--- src/rtl/dm_access_pkg.sv ---
// Shared types for the data-memory access controller: size codes, FSM states
// and the width of the latency counter used for the read and write phases.
package dm_access_pkg;

  typedef enum logic [1:0] {
    SZ_B = 2'd0,
    SZ_H = 2'd1,
    SZ_W = 2'd2,
    SZ_X = 2'd3
  } size_t;

  typedef enum logic [2:0] {
    IDLE,
    RD,
    WR,
    GAP,
    RESP
  } state_t;

  // Wide enough for RD_LAT and WR_HOLD + 1 up to 255.
  localparam int CNT_W = 8;

endpackage

--- src/rtl/dm_access_ctrl_if.sv ---
// Bus bundles for the access controller: the pipeline-facing request/response
// channel and the word-addressed data-memory port.
interface dm_req_if;
  logic        req_valid;
  logic        req_ready;
  logic        req_write;
  logic [1:0]  req_size;
  logic        req_signed;
  logic [31:0] req_addr;
  logic [31:0] req_wdata;
  logic        rsp_valid;
  logic        rsp_ready;
  logic        rsp_err;
  logic [31:0] rsp_rdata;

  modport master (
    output req_valid, req_write, req_size, req_signed, req_addr, req_wdata, rsp_ready,
    input  req_ready, rsp_valid, rsp_err, rsp_rdata
  );

  modport slave (
    input  req_valid, req_write, req_size, req_signed, req_addr, req_wdata, rsp_ready,
    output req_ready, rsp_valid, rsp_err, rsp_rdata
  );
endinterface

interface dm_mem_if #(parameter int ADDR_W = 5);
  logic [ADDR_W-1:0] mem_addr;
  logic [31:0]       mem_wdata;
  logic              mem_write;
  logic              mem_read;
  logic [31:0]       mem_rdata;

  modport master (
    output mem_addr, mem_wdata, mem_write, mem_read,
    input  mem_rdata
  );

  modport slave (
    input  mem_addr, mem_wdata, mem_write, mem_read,
    output mem_rdata
  );
endinterface

--- src/rtl/dm_lane_align.sv ---
// Byte/half lane handling: extracts and extends load data from a memory word,
// and builds the merged word for sub-word stores.
module dm_lane_align
  import dm_access_pkg::*;
(
  input  logic [31:0] word,
  input  logic [1:0]  lane,
  input  size_t       size,
  input  logic        sign_ext,
  input  logic [15:0] wdata,
  output logic [31:0] load_data,
  output logic [31:0] merged
);

  logic [7:0]  byte_val;
  logic [15:0] half_val;

  // Select the addressed lane, extend it for loads and splice store data into it.
  always_comb begin
    byte_val  = word[{lane, 3'b000} +: 8];
    half_val  = lane[1] ? word[31:16] : word[15:0];
    load_data = word;
    merged    = word;
    case (size)
      SZ_B: begin
        load_data = {{24{sign_ext & byte_val[7]}}, byte_val};
        merged[{lane, 3'b000} +: 8] = wdata[7:0];
      end
      SZ_H: begin
        load_data = {{16{sign_ext & half_val[15]}}, half_val};
        if (lane[1]) merged[31:16] = wdata;
        else         merged[15:0]  = wdata;
      end
      default: begin
        load_data = word;
        merged    = word;
      end
    endcase
  end

endmodule

--- src/rtl/dm_access_ctrl.sv ---
// Initiator side of the data-memory interface. Turns one load/store request at
// a time into memory strobes, using read-modify-write for sub-word stores, and
// returns the load result or an error status.
module dm_access_ctrl
  import dm_access_pkg::*;
#(
  parameter int ADDR_W  = 5,
  parameter int RD_LAT  = 1,
  parameter int WR_HOLD = 1
) (
  input  logic     clk,
  input  logic     reset_n,
  dm_req_if.slave  req,
  dm_mem_if.master mem
);

  state_t            state, state_nx;
  logic [CNT_W-1:0]  cnt, cnt_nx;
  logic              after_rd;
  logic              wr_q, signed_q;
  size_t             size_q;
  logic [1:0]        lane_q;
  logic [15:0]       wdata_q;
  logic [31:0]       rdata_q;

  logic              accept, req_err;
  size_t             req_size;
  logic              mem_read_nx, mem_write_nx;
  logic [31:0]       align_word, load_data, merged;

  assign req_size = size_t'(req.req_size);
  assign accept   = req.req_valid & req.req_ready;

  // Reject illegal sizes, misaligned accesses and addresses beyond the memory.
  always_comb begin
    req_err = (req_size == SZ_X)
            | ((req_size == SZ_H) & req.req_addr[0])
            | ((req_size == SZ_W) & (req.req_addr[1:0] != 2'b00))
            | (|req.req_addr[31:ADDR_W+2]);
  end

  // State register and latency counter.
  always_ff @(posedge clk or negedge reset_n) begin
    if (!reset_n) begin
      state    <= IDLE;
      cnt      <= '0;
      after_rd <= 1'b0;
    end else begin
      state    <= state_nx;
      cnt      <= cnt_nx;
      after_rd <= (state == RD);
    end
  end

  // Next state, counter reload and next strobe values; a word store spends its
  // first WR cycle with the strobe low so mem_wdata is set up ahead of it.
  always_comb begin
    state_nx = state;
    cnt_nx   = cnt;
    case (state)
      IDLE: begin
        if (accept) begin
          if (req_err) begin
            state_nx = RESP;
          end else if (req.req_write && (req_size == SZ_W)) begin
            state_nx = WR;
            cnt_nx   = CNT_W'(WR_HOLD);
          end else begin
            state_nx = RD;
            cnt_nx   = CNT_W'(RD_LAT - 1);
          end
        end
      end
      RD, WR: begin
        if (cnt == '0) state_nx = GAP;
        else           cnt_nx   = cnt - 1'b1;
      end
      GAP: begin
        if (after_rd && wr_q) begin
          state_nx = WR;
          cnt_nx   = CNT_W'(WR_HOLD - 1);
        end else begin
          state_nx = RESP;
        end
      end
      RESP: begin
        if (req.rsp_ready) state_nx = IDLE;
      end
      default: state_nx = IDLE;
    endcase
    mem_read_nx  = (state_nx == RD);
    mem_write_nx = (state_nx == WR) && (state != IDLE);
  end

  assign align_word = (state == RD) ? mem.mem_rdata : rdata_q;

  dm_lane_align u_align (
    .word      (align_word),
    .lane      (lane_q),
    .size      (size_q),
    .sign_ext  (signed_q),
    .wdata     (wdata_q),
    .load_data (load_data),
    .merged    (merged)
  );

  // Registered outputs, request latch, read capture and response register.
  always_ff @(posedge clk or negedge reset_n) begin
    if (!reset_n) begin
      req.req_ready <= 1'b0;
      req.rsp_valid <= 1'b0;
      req.rsp_err   <= 1'b0;
      req.rsp_rdata <= '0;
      mem.mem_read  <= 1'b0;
      mem.mem_write <= 1'b0;
      mem.mem_addr  <= '0;
      mem.mem_wdata <= '0;
      wr_q          <= 1'b0;
      signed_q      <= 1'b0;
      size_q        <= SZ_B;
      lane_q        <= '0;
      wdata_q       <= '0;
      rdata_q       <= '0;
    end else begin
      req.req_ready <= (state_nx == IDLE);
      req.rsp_valid <= (state_nx == RESP);
      mem.mem_read  <= mem_read_nx;
      mem.mem_write <= mem_write_nx;
      if (state == IDLE && accept) begin
        wr_q     <= req.req_write;
        signed_q <= req.req_signed;
        size_q   <= req_size;
        lane_q   <= req.req_addr[1:0];
        wdata_q  <= req.req_wdata[15:0];
        if (!req_err) begin
          mem.mem_addr <= req.req_addr[ADDR_W+1:2];
          if (req.req_write && (req_size == SZ_W)) mem.mem_wdata <= req.req_wdata;
        end
      end
      if (state == RD && cnt == '0) begin
        rdata_q       <= mem.mem_rdata;
        mem.mem_wdata <= merged;
      end
      if (state != RESP && state_nx == RESP) begin
        req.rsp_err   <= (state == IDLE);
        req.rsp_rdata <= (state == GAP && !wr_q) ? load_data : 32'h0;
      end else if (state == RESP && state_nx == IDLE) begin
        req.rsp_err   <= 1'b0;
        req.rsp_rdata <= '0;
      end
    end
  end

endmodule

--- src/flat_wrapper.sv ---
// flat-port wrapper written by rule: the top's interface ports become plain ports
module dm_access_ctrl_flat import dm_access_pkg::*;
#(
  parameter int ADDR_W  = 5,
  parameter int RD_LAT  = 1,
  parameter int WR_HOLD = 1
)
  (clk, reset_n, req_req_valid, req_req_write, req_req_size, req_req_signed, req_req_addr, req_req_wdata, req_rsp_ready, req_req_ready, req_rsp_valid, req_rsp_err, req_rsp_rdata, mem_mem_addr, mem_mem_wdata, mem_mem_write, mem_mem_read, mem_mem_rdata);
  dm_req_if req_i ();
  dm_mem_if #(.ADDR_W(ADDR_W)) mem_i ();
  input  logic clk;
  input  logic reset_n;
  input wire logic [$bits(req_i.req_valid)-1:0] req_req_valid;
  input wire logic [$bits(req_i.req_write)-1:0] req_req_write;
  input wire logic [$bits(req_i.req_size)-1:0] req_req_size;
  input wire logic [$bits(req_i.req_signed)-1:0] req_req_signed;
  input wire logic [$bits(req_i.req_addr)-1:0] req_req_addr;
  input wire logic [$bits(req_i.req_wdata)-1:0] req_req_wdata;
  input wire logic [$bits(req_i.rsp_ready)-1:0] req_rsp_ready;
  output wire logic [$bits(req_i.req_ready)-1:0] req_req_ready;
  output wire logic [$bits(req_i.rsp_valid)-1:0] req_rsp_valid;
  output wire logic [$bits(req_i.rsp_err)-1:0] req_rsp_err;
  output wire logic [$bits(req_i.rsp_rdata)-1:0] req_rsp_rdata;
  output wire logic [$bits(mem_i.mem_addr)-1:0] mem_mem_addr;
  output wire logic [$bits(mem_i.mem_wdata)-1:0] mem_mem_wdata;
  output wire logic [$bits(mem_i.mem_write)-1:0] mem_mem_write;
  output wire logic [$bits(mem_i.mem_read)-1:0] mem_mem_read;
  input wire logic [$bits(mem_i.mem_rdata)-1:0] mem_mem_rdata;
  assign req_i.req_valid = req_req_valid;
  assign req_i.req_write = req_req_write;
  assign req_i.req_size = req_req_size;
  assign req_i.req_signed = req_req_signed;
  assign req_i.req_addr = req_req_addr;
  assign req_i.req_wdata = req_req_wdata;
  assign req_i.rsp_ready = req_rsp_ready;
  assign req_req_ready = req_i.req_ready;
  assign req_rsp_valid = req_i.rsp_valid;
  assign req_rsp_err = req_i.rsp_err;
  assign req_rsp_rdata = req_i.rsp_rdata;
  assign mem_mem_addr = mem_i.mem_addr;
  assign mem_mem_wdata = mem_i.mem_wdata;
  assign mem_mem_write = mem_i.mem_write;
  assign mem_mem_read = mem_i.mem_read;
  assign mem_i.mem_rdata = mem_mem_rdata;
  dm_access_ctrl #(.ADDR_W(ADDR_W), .RD_LAT(RD_LAT), .WR_HOLD(WR_HOLD)) u_core (.clk(clk), .reset_n(reset_n), .req(req_i), .mem(mem_i));
endmodule
--- config.mk ---
export PLATFORM = sky130hd
export DESIGN_NAME = dm_access_ctrl_flat
export DESIGN_NICKNAME = d
export VERILOG_FILES = /design/src/rtl/dm_access_pkg.sv /design/src/rtl/dm_access_ctrl_if.sv /design/src/rtl/dm_lane_align.sv /design/src/rtl/dm_access_ctrl.sv /design/src/flat_wrapper.sv
export SDC_FILE = /design/constraint.sdc
export NUM_CORES = 1
export LEC_CHECK = 0
export ABC_CLOCK_PERIOD_IN_PS = 5150
export BUFFER_PORTS_ARGS = -buffer_cell sky130_fd_sc_hd__buf_2
export CAP_MARGIN = 10
export CORE_ASPECT_RATIO = 1.25
export CORE_MARGIN = 5
export CORE_UTILIZATION = 60
export CTS_CLUSTER_DIAMETER = 40
export DETAILED_ROUTE_END_ITERATION = 6
export PLACE_DENSITY = 0.83
export SLEW_MARGIN = 10
export SYNTH_ARGS = -nofsm -noshare
export SYNTH_HDL_FRONTEND = slang
export SYNTH_SLANG_ARGS = --single-unit
--- constraint.sdc ---
create_clock -name clk -period 5.15 [get_ports clk]
set_input_delay 1.2875 -clock clk [delete_from_list [all_inputs] [get_ports clk]]
set_output_delay 1.2875 -clock clk [all_outputs]
set_load 0.03 [all_outputs]
==> results <==
- After synthesis, the mean cell area works out to 9.62 um^2.
- In this run, post-CTS repair resized a total of 0 instances.
- The count of state elements after synthesis is 140.
- The portion of the clock cycle consumed by the worst path in the final layout is 63.3%.
- The instance count along the most critical hold path is 2.
- The total overflow reported by the global router is 0.
- The post-route clock skew is 0.00886 ns.
- The height of the die is between 100 and 150 um.
- The number of buffers inserted for hold repair after clock tree synthesis is 0.
- The setup path with the least slack is of type in2reg.
- The global-route track usage on met3 is 6.56%.
- The horizontal extent of the die is around 110 um.
- The number of max-slew violations in the final report is 0.
- The count of distinct cell types in the synthesized netlist is 60.
- The run finished with clean final reports.
- For this run, global-route usage on met2 was measured as between 50% and 60%.
- The worst min-delay path startpoint is u_core.rdata_q[22].
- The share of Yosys cell area claimed by the top area cell type is 43.0%.
- Wires add up to 26.2 mm.
- The detailed router finished its first iteration with 956 violations.
- In this run the critical register-to-register path is captured at u_core.mem.mem_wdata[17].
- Counting along the longest clock path gives a buffer depth of 2.
- The number of enable-type register cells in the synthesized netlist is 0.
- The filler cell count in the final layout is 1060.
- The total power density per cell area is roughly 410 nW/um^2.
- The post-route netlist has 28.0% of its cells at a drive strength greater than 1.
- STA classifies the critical path startpoint as an input port.
- The final HPWL from detailed placement is 17.9 mm.
- The floorplan core area is 13300 um^2.
- Dividing the detail-routed wire length by the instance count gives ~22 um.
- The first-pass GRT wire length is approximately 40 mm.
- The smallest clock period supported by the final layout is computed as 3.26 ns.
- In this run the count of I/O pins placed on the die edge is 178.
- At the pin with the least slew margin, the transition time is 1.21 ns.
- The final weighted congestion in routability-driven placement is around 0.94.
- The class of the worst hold path is reg2reg.
- During placement, the flow inserted port buffers numbering 177.
- Clock tree synthesis inserted a total of 17 buffers.
- The clock latency on the worst-skew pair is between 0.4 and 0.5 ns.
- The cell area after placement is 9080 um^2.
- The worst setup path is captured at a flop.
- The pre-CTS worst setup slack is roughly 1.5 ns.
- In the synthesized netlist the dominant register cell turns out to be dfrtp_1.
- In this run the tightest slew margin relative to its limit is 18.4%.
- The final antenna diode count is 0.
- The arrival time at the worst endpoint is 3.51 ns.
- Once the clock tree was built, the setup fixing pass inserted 0 buffers.
- Across the run, the number of max-cap violations was 0.
- The floorplan die area is about 16000 um^2.
- In the final layout, flip-flops and latches occupy 3500 um^2.
- The setup-violating endpoint count in the final report is 0.
- Counting cells, the worst reg-to-reg path comes to 7.
- The number of antenna violations at the first check in global routing was 0.
- The worst hold path terminates at u_core.rdata_q[22].
- The clock sink count is 140.
- The pin count of the biggest net entering global routing is roughly 110.
- Setup repair after global routing left no endpoint under its margin.
- The register area share after synthesis is 43.0%.
- Once routing completed, OpenROAD measured the worst setup slack at approximately 1.9 ns.
- The clock-pin slew on the worst setup and hold paths is 0.06 ns.
- The slowest stage of the critical path belongs to the cell and4_2.
- The highest fanout seen on the critical path is 34.
- Summing every instance area after synthesis gives 8160 um^2.
- The busiest layer in global routing is met2.
- The clock root buffer is clkbuf_16.
- The delay of the slowest critical-path stage is 1.02 ns.
- The floorplan has 47 rows.
- The count of nets left with antenna violations after detail routing is 0.
- The final number of hold-violating endpoints is 0.
- The library cell occupying the most area in the post-synthesis netlist is dfrtp_1.
- The post-detailed-route via-to-cell ratio is 6.58.
- The total number of nets in the final design is 1101.
- The maximum operating frequency is 0.307 GHz.
- The slack of the worst reg-to-reg path is 1.92 ns.
- Adding up every negative setup slack in the final design gives 0 ns.
- Counting flops with an async set or reset pin after synthesis yields a share of 100%.
- The required arrival time at the worst endpoint is 5.40 ns.
- In the post-synthesis netlist, the biggest area contributors are dfrtp_1 43%, nand2_1 7.0%, mux2i_1 6.9%, mux2_2 5.1%, nor2_1 3.1%.
- The DRC violation count after routing is 0.
- The worst register-to-register path begins at u_core.lane_q[0].
- The via count of the first global-routing pass is 7445.
- The count of yosys warnings during synthesis is 0.
- CTS built an H-tree with a depth of 4.
- The routed via count is roughly 7700.
- For this run, the total global-route usage over all layers was measured as around 32%.
- The number of nets in the synthesized netlist is 958.
- Across the VDD grid, the largest voltage drop is roughly 0.00030 V.
- The instance count of the mapped netlist is 848.
- The CTS tree is yes.
- Summed over all cells, the static leakage comes to approximately 4.4 nW.
- The detailed-routing iteration count for the pre-antenna-repair pass is 5.
- The final cell area excluding filler cells is between 9000 and 10000 um^2.
- From synthesis to final layout, the design area changed by 18.9%.
- Walking the worst path, the cells encountered are buf_2 > and3_1 > buf_4 > and4_2 > mux2i_1 > a22oi_1.
- The multi-input logic area is roughly 4300 um^2.
- The global-route track usage on met1 is 40.9%.
- For this configuration, the core starts out at a cell density of roughly three fifths.
==> worst max path at each step <==
stage                          start                       end  slack, ns
floorplan           req_req_addr[19]  u_core.mem.mem_wdata[16]       2.10
global placement       req_req_valid  u_core.mem.mem_wdata[22]       1.54
detailed placement     req_req_valid  u_core.mem.mem_wdata[29]       1.47
CTS                    req_req_valid  u_core.mem.mem_wdata[27]       1.88
global route         u_core.state[2]  u_core.mem.mem_wdata[27]       1.69
finish                 req_req_valid  u_core.mem.mem_wdata[14]       1.89
==> stage by stage <==
step | instances | hold WS [ns] | total power (W) | util [%]
floorplan | 848 | 0.442 | 0.00223 | -
global placement | 1143 | 0.454 | 0.00260 | 68.3
detailed placement | 1143 | 0.461 | 0.00262 | 68.3
CTS | 1175 | 0.476 | 0.00391 | 73.0
global route | 1175 | 0.502 | 0.00411 | 73.0
finish | 1175 | 0.472 | 0.00395 | 73.0
==> cell type report <==
| type | instances | area share, % |
|---|---|---|
| inverter | 17 | 0.684 |
| sequential | 140 | 36.1 |
| clock buffer | 22 | 4.99 |
| clock inverter | 10 | 1.42 |
| timing repair buffer | 189 | 10.1 |
| tap | 171 | 2.21 |
| multi-input combinational | 626 | 44.5 |
==> cell families (layout without fill, tap and decap cells) <==
kind of cell	count (synthesis)	in the layout	synth area share, %
flip-flops	140	140	43.0
AO/OA/AOI/OAI	244	244	22.6
adder cells (fa/ha/maj)	6	6	0.921
AND/OR/NAND/NOR	274	274	14.6
buffers and inverters	82	238	4.42
multiplexers	102	102	14.5
==> layout by cell type, fill, tap and decap left out, types with 6 or more instances in the layout <==
master,synthesis,final
buf_2,7,176
nand2_1,152,152
dfrtp_1,140,140
nor2_1,68,67
mux2i_1,56,56
mux2_2,37,37
o21ai_0,34,34
o2bb2ai_1,29,29
a21oi_1,28,28
a211o_1,23,23
a221oi_1,22,22
o211ai_1,19,19
a22oi_1,17,17
clkbuf_16,0,17
inv_1,15,15
a221o_1,14,14
buf_4,3,12
nor4_1,10,10
o22ai_1,9,9
mux4_2,8,8
nor3_1,7,7
nand2b_1,7,7
a2bb2oi_1,7,7
nand3_1,7,6
ha_1,6,6
==> synth_stat cells, drive strengths merged, types with 3 or more instances <==
cell type and number:
o22ai 9, nor4 10, nor2b 3, a221o 14, nor2 69, a22oi 17, o221ai 3, buf 19
and4 3, a221oi 22, o2bb2ai 29, nand2b 7, nand3 7, mux2 37, o21bai 3, nand2 152
inv 16, a22o 4, mux4 9, dfrtp 140, a32o 5, o21ai 40, ha 6, a2bb2oi 7
nor3b 3, mux2i 56, a31oi 4, clkbuf 46, a211o 23, o31ai 6, a21oi 28, or3b 3
o211ai 19, nor3 7
==> state kept, by name, summed over array words and instances, names as in the netlist, 2 cells and up <==
| register | cells |
|---|---|
| u_core.mem.mem_wdata | 32 |
| u_core.rdata_q | 32 |
| u_core.req.rsp_rdata | 32 |
| u_core.wdata_q | 16 |
| u_core.cnt | 8 |
| u_core.mem.mem_addr | 5 |
| u_core.state | 3 |
| u_core.lane_q | 2 |
| u_core.size_q | 2 |
==> per-layer routing <==
layer  wire [um]  share of wire, %
met5           0                 0
met1        9760                37
met4        1300               5.0
met2       12700                49
met3        2410               9.2
==> critical path, delay by kind of cell <==
| family | cells | cell delay, ns |
|---|---|---|
| AND/OR/NAND/NOR | 2 | 1.35 |
| buffers and inverters | 2 | 0.45 |
| multiplexers | 1 | 0.29 |
| AO/OA/AOI/OAI | 1 | 0.12 |
==> where the power goes <==
part           internal [W]  switching, W
Sequential          0.00120      0.000187
Clock              0.000812      0.000485
Combinational      0.000445      0.000819
Note: power is estimated with default switching activity, not from simulation.
